===== src/rtl/kronos_mem_sched_pkg.sv =====
// kronos_mem_sched_pkg: shared widths and the in-flight record
// for the multi-requester SRAM scheduler.
package kronos_mem_sched_pkg;

  localparam int ADDR_W = 32;
  localparam int DATA_W = 32;
  localparam int MASK_W = 4;
  localparam int IDX_W  = 3;

  typedef struct packed {
    logic             valid;
    logic             wr;
    logic [IDX_W-1:0] idx;
  } inflight_t;

endpackage


===== src/rtl/kronos_mem_sched_if.sv =====
// kronos_mem_sched_if: requester bus plus SRAM port bundle.
// slave is the scheduler side, master the requesters/SRAM side.
interface kronos_mem_sched_if #(
  parameter int NUM_REQ = 4
);
  import kronos_mem_sched_pkg::*;

  logic [NUM_REQ-1:0]        req;
  logic [NUM_REQ*ADDR_W-1:0] req_addr;
  logic [NUM_REQ*DATA_W-1:0] req_wdata;
  logic [NUM_REQ*MASK_W-1:0] req_mask;
  logic [NUM_REQ-1:0]        req_wr_en;
  logic [NUM_REQ-1:0]        ack;
  logic [NUM_REQ*DATA_W-1:0] rdata;
  logic                      mem_en;
  logic                      mem_wr_en;
  logic [ADDR_W-1:0]         mem_addr;
  logic [DATA_W-1:0]         mem_wdata;
  logic [MASK_W-1:0]         mem_mask;
  logic [DATA_W-1:0]         mem_rdata;

  modport slave (
    input  req, req_addr, req_wdata,
    input  req_mask, req_wr_en, mem_rdata,
    output ack, rdata, mem_en, mem_wr_en,
    output mem_addr, mem_wdata, mem_mask
  );

  modport master (
    output req, req_addr, req_wdata,
    output req_mask, req_wr_en, mem_rdata,
    input  ack, rdata, mem_en, mem_wr_en,
    input  mem_addr, mem_wdata, mem_mask
  );

endinterface


===== src/rtl/kronos_mem_sched_rr_pick.sv =====
// kronos_rr_pick: first set request bit at or after ptr,
// wrapping; one-hot grant plus valid.
module kronos_rr_pick #(
  parameter int NUM_REQ = 4,
  localparam int PW = (NUM_REQ > 1) ? $clog2(NUM_REQ) : 1
) (
  input  logic [NUM_REQ-1:0] req,
  input  logic [PW-1:0]      ptr,
  output logic [NUM_REQ-1:0] gnt,
  output logic               vld
);

  logic          found;
  logic [PW-1:0] idx;

  // rotate from ptr and take the first hit
  always_comb begin
    gnt   = '0;
    found = 1'b0;
    idx   = '0;
    for (int k = 0; k < NUM_REQ; k++) begin
      idx = PW'((int'(ptr) + k) % NUM_REQ);
      if (!found && req[idx]) begin
        gnt[idx] = 1'b1;
        found    = 1'b1;
      end
    end
    vld = |req;
  end

endmodule


===== src/rtl/kronos_mem_sched.sv =====
// kronos_mem_sched: class round-robin with aging over one
// single-port SRAM; acks and read data return to the winner.
module kronos_mem_sched
  import kronos_mem_sched_pkg::*;
#(
  parameter int                 NUM_REQ  = 4,
  parameter logic [NUM_REQ-1:0] HI_MASK  = 4'b0011,
  parameter int                 MAX_WAIT = 7
) (
  input logic               clk,
  input logic               rstz,
  kronos_mem_sched_if.slave bus
);

  localparam int PW = (NUM_REQ > 1) ? $clog2(NUM_REQ) : 1;
  localparam int CW = $clog2(MAX_WAIT + 1);

  logic [NUM_REQ-1:0] ack_q;
  logic [NUM_REQ-1:0] elig;
  logic [NUM_REQ-1:0] starved;
  logic [NUM_REQ-1:0] pick_in;
  logic [NUM_REQ-1:0] gnt;
  logic               pick_vld;
  logic               grant_v;
  logic [PW-1:0]      gidx;
  logic [PW-1:0]      ptr;
  logic [CW-1:0]      wcnt [NUM_REQ];
  inflight_t          infl;

  assign elig    = bus.req & ~ack_q;
  assign grant_v = pick_vld & rstz;
  assign bus.ack = ack_q;

  // starved set, then class priority picks the arbiter input
  always_comb begin
    starved = '0;
    for (int i = 0; i < NUM_REQ; i++)
      starved[i] = elig[i] && (wcnt[i] == CW'(MAX_WAIT));
    pick_in = elig;
    if (|starved)
      pick_in = starved;
    else if (|(elig & HI_MASK))
      pick_in = elig & HI_MASK;
  end

  kronos_rr_pick #(
    .NUM_REQ (NUM_REQ)
  ) u_pick (
    .req (pick_in),
    .ptr (ptr),
    .gnt (gnt),
    .vld (pick_vld)
  );

  // one-hot grant to index
  always_comb begin
    gidx = '0;
    for (int i = 0; i < NUM_REQ; i++)
      if (gnt[i]) gidx = PW'(i);
  end

  // SRAM request from the granted port, zero when idle
  always_comb begin
    bus.mem_en    = grant_v;
    bus.mem_wr_en = 1'b0;
    bus.mem_addr  = '0;
    bus.mem_wdata = '0;
    bus.mem_mask  = '0;
    if (grant_v) begin
      bus.mem_wr_en = bus.req_wr_en[gidx];
      bus.mem_addr  = bus.req_addr[gidx*ADDR_W +: ADDR_W];
      bus.mem_wdata = bus.req_wdata[gidx*DATA_W +: DATA_W];
      bus.mem_mask  = bus.req_mask[gidx*MASK_W +: MASK_W];
    end
  end

  // route SRAM read data to the acked reader only
  always_comb begin
    bus.rdata = '0;
    if (infl.valid && !infl.wr)
      bus.rdata[infl.idx*DATA_W +: DATA_W] = bus.mem_rdata;
  end

  // pointer, ack pulse and in-flight record
  always_ff @(posedge clk or negedge rstz) begin
    if (!rstz) begin
      ptr   <= '0;
      ack_q <= '0;
      infl  <= '0;
    end else begin
      ack_q      <= grant_v ? gnt : '0;
      infl.valid <= grant_v;
      infl.wr    <= grant_v & bus.req_wr_en[gidx];
      infl.idx   <= IDX_W'(gidx);
      if (grant_v)
        ptr <= PW'((int'(gidx) + 1) % NUM_REQ);
    end
  end

  // per-port aging counters, saturating at MAX_WAIT
  always_ff @(posedge clk or negedge rstz) begin
    if (!rstz) begin
      for (int i = 0; i < NUM_REQ; i++)
        wcnt[i] <= '0;
    end else begin
      for (int i = 0; i < NUM_REQ; i++) begin
        if (!bus.req[i] || (grant_v && gnt[i]))
          wcnt[i] <= '0;
        else if (ack_q[i])
          wcnt[i] <= wcnt[i];
        else if (elig[i] && wcnt[i] != CW'(MAX_WAIT))
          wcnt[i] <= wcnt[i] + 1'b1;
      end
    end
  end

endmodule


===== src/flat_wrapper.sv =====
// flat-port wrapper written by rule: the top's interface ports become plain ports
module kronos_mem_sched_flat import kronos_mem_sched_pkg::*;
#(
  parameter int                 NUM_REQ  = 4,
  parameter logic [NUM_REQ-1:0] HI_MASK  = 4'b0011,
  parameter int                 MAX_WAIT = 7
)
  (clk, rstz, bus_req, bus_req_addr, bus_req_wdata, bus_req_mask, bus_req_wr_en, bus_mem_rdata, bus_ack, bus_rdata, bus_mem_en, bus_mem_wr_en, bus_mem_addr, bus_mem_wdata, bus_mem_mask);
  kronos_mem_sched_if #(.NUM_REQ(NUM_REQ)) bus_i ();
  input logic clk;
  input logic rstz;
  input wire logic [$bits(bus_i.req)-1:0] bus_req;
  input wire logic [$bits(bus_i.req_addr)-1:0] bus_req_addr;
  input wire logic [$bits(bus_i.req_wdata)-1:0] bus_req_wdata;
  input wire logic [$bits(bus_i.req_mask)-1:0] bus_req_mask;
  input wire logic [$bits(bus_i.req_wr_en)-1:0] bus_req_wr_en;
  input wire logic [$bits(bus_i.mem_rdata)-1:0] bus_mem_rdata;
  output wire logic [$bits(bus_i.ack)-1:0] bus_ack;
  output wire logic [$bits(bus_i.rdata)-1:0] bus_rdata;
  output wire logic [$bits(bus_i.mem_en)-1:0] bus_mem_en;
  output wire logic [$bits(bus_i.mem_wr_en)-1:0] bus_mem_wr_en;
  output wire logic [$bits(bus_i.mem_addr)-1:0] bus_mem_addr;
  output wire logic [$bits(bus_i.mem_wdata)-1:0] bus_mem_wdata;
  output wire logic [$bits(bus_i.mem_mask)-1:0] bus_mem_mask;
  assign bus_i.req = bus_req;
  assign bus_i.req_addr = bus_req_addr;
  assign bus_i.req_wdata = bus_req_wdata;
  assign bus_i.req_mask = bus_req_mask;
  assign bus_i.req_wr_en = bus_req_wr_en;
  assign bus_i.mem_rdata = bus_mem_rdata;
  assign bus_ack = bus_i.ack;
  assign bus_rdata = bus_i.rdata;
  assign bus_mem_en = bus_i.mem_en;
  assign bus_mem_wr_en = bus_i.mem_wr_en;
  assign bus_mem_addr = bus_i.mem_addr;
  assign bus_mem_wdata = bus_i.mem_wdata;
  assign bus_mem_mask = bus_i.mem_mask;
  kronos_mem_sched #(.NUM_REQ(NUM_REQ), .HI_MASK(HI_MASK), .MAX_WAIT(MAX_WAIT)) u_core (.clk(clk), .rstz(rstz), .bus(bus_i));
endmodule

===== config.mk =====
export PLATFORM = sky130hd
export DESIGN_NAME = kronos_mem_sched_flat
export DESIGN_NICKNAME = d
export VERILOG_FILES = /design/src/rtl/kronos_mem_sched_pkg.sv /design/src/rtl/kronos_mem_sched_if.sv /design/src/rtl/kronos_mem_sched_rr_pick.sv /design/src/rtl/kronos_mem_sched.sv /design/src/flat_wrapper.sv
export SDC_FILE = /design/constraint.sdc
export NUM_CORES = 1
export LEC_CHECK = 0
export ABC_AREA = 1
export BUFFER_PORTS_ARGS = -buffer_cell sky130_fd_sc_hd__buf_2
export CORE_AREA = 2 2 200 202
export DETAILED_ROUTE_END_ITERATION = 16
export DIE_AREA = 0 0 202 204
export SLEW_MARGIN = 30
export SYNTH_ARGS = -nofsm -noshare
export SYNTH_HDL_FRONTEND = slang
export SYNTH_SLANG_ARGS = --single-unit

===== constraint.sdc =====
create_clock -name clk -period 6.7 [get_ports clk]
set_input_delay 1.005 -clock clk [delete_from_list [all_inputs] [get_ports clk]]
set_output_delay 1.005 -clock clk [all_outputs]
set_load 0.03 [all_outputs]

==> impl_metrics.py <==
metrics = {
    "layout": {
        "layout-drive-gt1-share": 0.3162,
        "design.final.nets": 2142,
        "n_fill_cell": 4644,
        "final_area_mm2": 0.009522,
        "syn2layout_area_growth_pct": 49.54,
    },
    "synthesis": {
        "syn_nets": 1687,
        "postSynthAreaPerCell_um2": 4.710,
        "synth-simple-area-share": 0.5420,
        "syn-cell-area_mm2": 0.006367,
        "synth_top_flop_cell": "dfrtp_1",
        "synthMuxAreaShare": 0,
        "ys_ff_latch": 22,
        "synthAdderAreaFrac": 0.04127,
        "synth-compound-area-share": 0.07388,
        "ys_top_cells_by_area": "inv_1 19%, nand2_1 19%, nor2_1 13%",
        "synthArstFlopShare": 1.000,
        "synthXorXnorAreaFrac": 0.005502,
        "seq_area_frac_synth": 0.08646,
        "ys_warn_count": 0,
        "synth_top_area_frac": 0.1910,
        "synth-edff-count": 0,
        "synth_cell_type_count": 31,
        "synth_top_family_by_area": "simple AND/OR/NAND/NOR gates",
        "synth_top_area_cell": "inv_1",
        "postSynthCellCount": 1352,
    },
    "worst_setup_path": {
        "required_ns": 5.69,
        "crit_path_end_kind": "output pin",
        "reg2regPathDepth": 18,
        "r2r_slack_ns": 3.19,
        "regToRegEndpoint": "u_core.infl[3]",
        "critPathArrivalTime_ns": 3.97,
        "r2r-start": "u_core.wcnt[6]",
        "critPathMaxFanout": 71,
        "crit_type": "flip-flop to output pin",
        "cp-start-kind": "flip-flop",
    },
    "sta": {
        "finalCriticalPeriod_ns": 4.972,
        "finalMaxSlewViolations": 0,
        "finalHoldViolations": 0,
        "rsz0062_at_grt": "false",
        "finalSetupViolations": 0,
        "max_slew_margin": 0.3961,
        "fin_setup_tns_ns": 0,
        "timing.fmax_mhz": 201.1,
        "worst_pin_slew_ns": 0.9058,
        "fin_worst_skew_ns": 0.004858,
        "period_share": 0.7422,
    },
    "floorplanning": {
        "core_area_mm2": 0.03918,
        "die-area_mm2": 0.04121,
        "fp.dieH_um": 204,
        "start_util": 0.1625,
        "die_w_um": 202,
        "ios": 516,
        "num_rows": 73,
    },
    "placed_design": {
        "routabilityCongestion": 0.8967,
        "place_area_mm2": 0.009415,
        "port_buffers": 515,
        "hpwl_um": 25110,
    },
    "clock_tree": {
        "clk_latency_ns": 0.26,
        "cts.path.max_buffers": 2,
        "clk_pin_slew_worst_paths_ns": 0.06,
        "cts_htree_levels": 1,
        "cts_hold_buf": 0,
        "cts_tree": "yes",
        "cts_setup_buffers": 0,
        "numCtsBuffers": 3,
        "clock-sinks": 22,
        "cts_resized": 0,
        "cts-root-buf": "clkbuf_16",
    },
    "routing": {
        "vias": 9463,
        "firstDrtPassIters": 7,
        "dr.first_iter.drc_count": 625,
        "vias_per_cell": 4.054,
        "antenna_left": 0,
        "wl_per_cell_um": 13.60,
        "drt_wl_total_um": 31730,
        "drc": 0,
    },
    "grt": {
        "grt_max_degree": 72,
        "grt_usage": 0.1423,
        "overflow": 0,
        "grt_pass1_vias": 8660,
        "grt_pass1_wl_um": 46930,
        "antenna_found_initial": 6,
    },
    "worst_hold_path": {
        "hold_start": "u_core.wcnt[11]",
        "worstHoldPathCells": 2,
        "min_to": "u_core.wcnt[11]",
        "hp-class": "flip-flop to flip-flop",
    },
    "outcome": {
        "status": "complete, no violations",
    },
    "power": {
        "p_per_area_mw_per_mm2": 674.6,
        "ir_drop_uv": 559.8,
        "leakagePower_nw": 6.514,
    },
    "flow_run": {
        "max_cap_violations": 0,
    },
}
-- how the worst max path moves through the flow --
stage / slack (ns) / cells after the start / endpoint / startpoint
after global routing: 1.28 / 19 / bus_mem_addr[2] / u_core.wcnt[6]
after detailed placement: 1.62 / 18 / bus_mem_addr[2] / bus_req[1]
after CTS: 1.58 / 19 / bus_mem_addr[2] / u_core.wcnt[6]
final: 1.73 / 19 / bus_mem_addr[2] / u_core.wcnt[6]
after global placement: 1.61 / 18 / bus_mem_addr[2] / bus_req[1]
after floorplan: 2.61 / 17 / bus_mem_wdata[24] / bus_req[1]
-- placed cells by master, fill, tap and decap left out, types with 10 or more instances in the layout --
cell type and count:
dfrtp_1 22, nand3_2 12, buf_4 13, o21ai_0 10, buf_2 514, nand3_1 100, inv_1 324, nor3_1 120
nor2_1 226, nand2_1 321, ha_1 21, a21oi_1 77
-- layout make-up --
class	count	area (um^2)	area share
inverters	332	1246	0.1309
flip-flops and latches	22	550.5	0.05782
diodes	3	7.507	0.0007884
clock buffers	4	88.84	0.009330
multi-input cells	918	4242	0.4455
well taps	525	656.9	0.06899
repair buffers	530	2730	0.2867
-- kinds of logic (layout without fill, tap and decap cells) --
group	Yosys count	in the layout
flip-flops	22	22
AND/OR/NAND/NOR	801	801
AO/OA/AOI/OAI	92	92
XOR/XNOR	4	4
adder cells (fa/ha/maj)	21	21
other	0	3
buffers and inverters	412	866
-- power by group --
group          switching, mW  internal [mW]
Combinational           4.29           1.74
Sequential            0.0625          0.189
Clock                 0.0488         0.0912
Total                   4.40           2.02
-- synthesized netlist by cell type (9+ instances only) --
library cell and count:
ha_1 21, inv_1 324, dfrtp_1 22, buf_2 20, clkbuf_1 48, o21ai_0 10, nor3_1 120, a21oi_1 77
nand3_2 11, nand3_1 101, nor2_1 226, nand2_2 9, nand2_1 322
-- sequential cells by signal (all words and copies together) (netlist names) --
signal / cells
u_core.wcnt: 12
u_core.ptr: 2
u_core.infl: 4
u_core.bus.ack: 4
-- routing by layer --
| layer | vias up | part of all wire | track usage |
|---|---|---|---|
| li1 | 4916 | - | - |
| met1 | 4011 | 0.38 | 0.1532 |
| met2 | 480 | 0.52 | 0.2813 |
| met3 | 52 | 0.075 | 0.02392 |
| met4 | 4 | 0.028 | 0.04175 |
| met5 | - | 0.00085 | 0 |
-- metrics by stage --
stage,util,hold slack [ns],power [mW],setup slack [ns],std cells
6_report,0.2430,0.5451,6.423,1.728,2334
5_1_grt,0.2429,0.5858,7.142,1.283,2333
4_1_cts,0.2426,0.5515,6.516,1.578,2331
3_5_place_dp,0.2403,0.5432,6.344,1.620,2327
3_3_place_gp,0.2402,0.5419,6.367,1.613,2327
2_1_floorplan,-,0.5210,4.635,2.606,1352
-- critical path, stage by stage, from the launching register on --
cell      delay [ns]
dfrtp_1         0.40
ha_1            0.21
ha_1            0.25
nand3_2         0.14
nand2_2         0.08
nor2_4          0.18
nand2_2         0.08
nand2_2         0.08
nand2_2         0.07
nand3_2         0.08
nand2_2         0.12
nor2_4          0.17
nand3_1         0.10
nand3b_1        0.16
buf_4           0.72
nor2_1          0.08
nor2_1          0.15
nand2_1         0.10
a21oi_1         0.27
buf_2           0.27
Note: power is estimated with default switching activity, not from simulation.
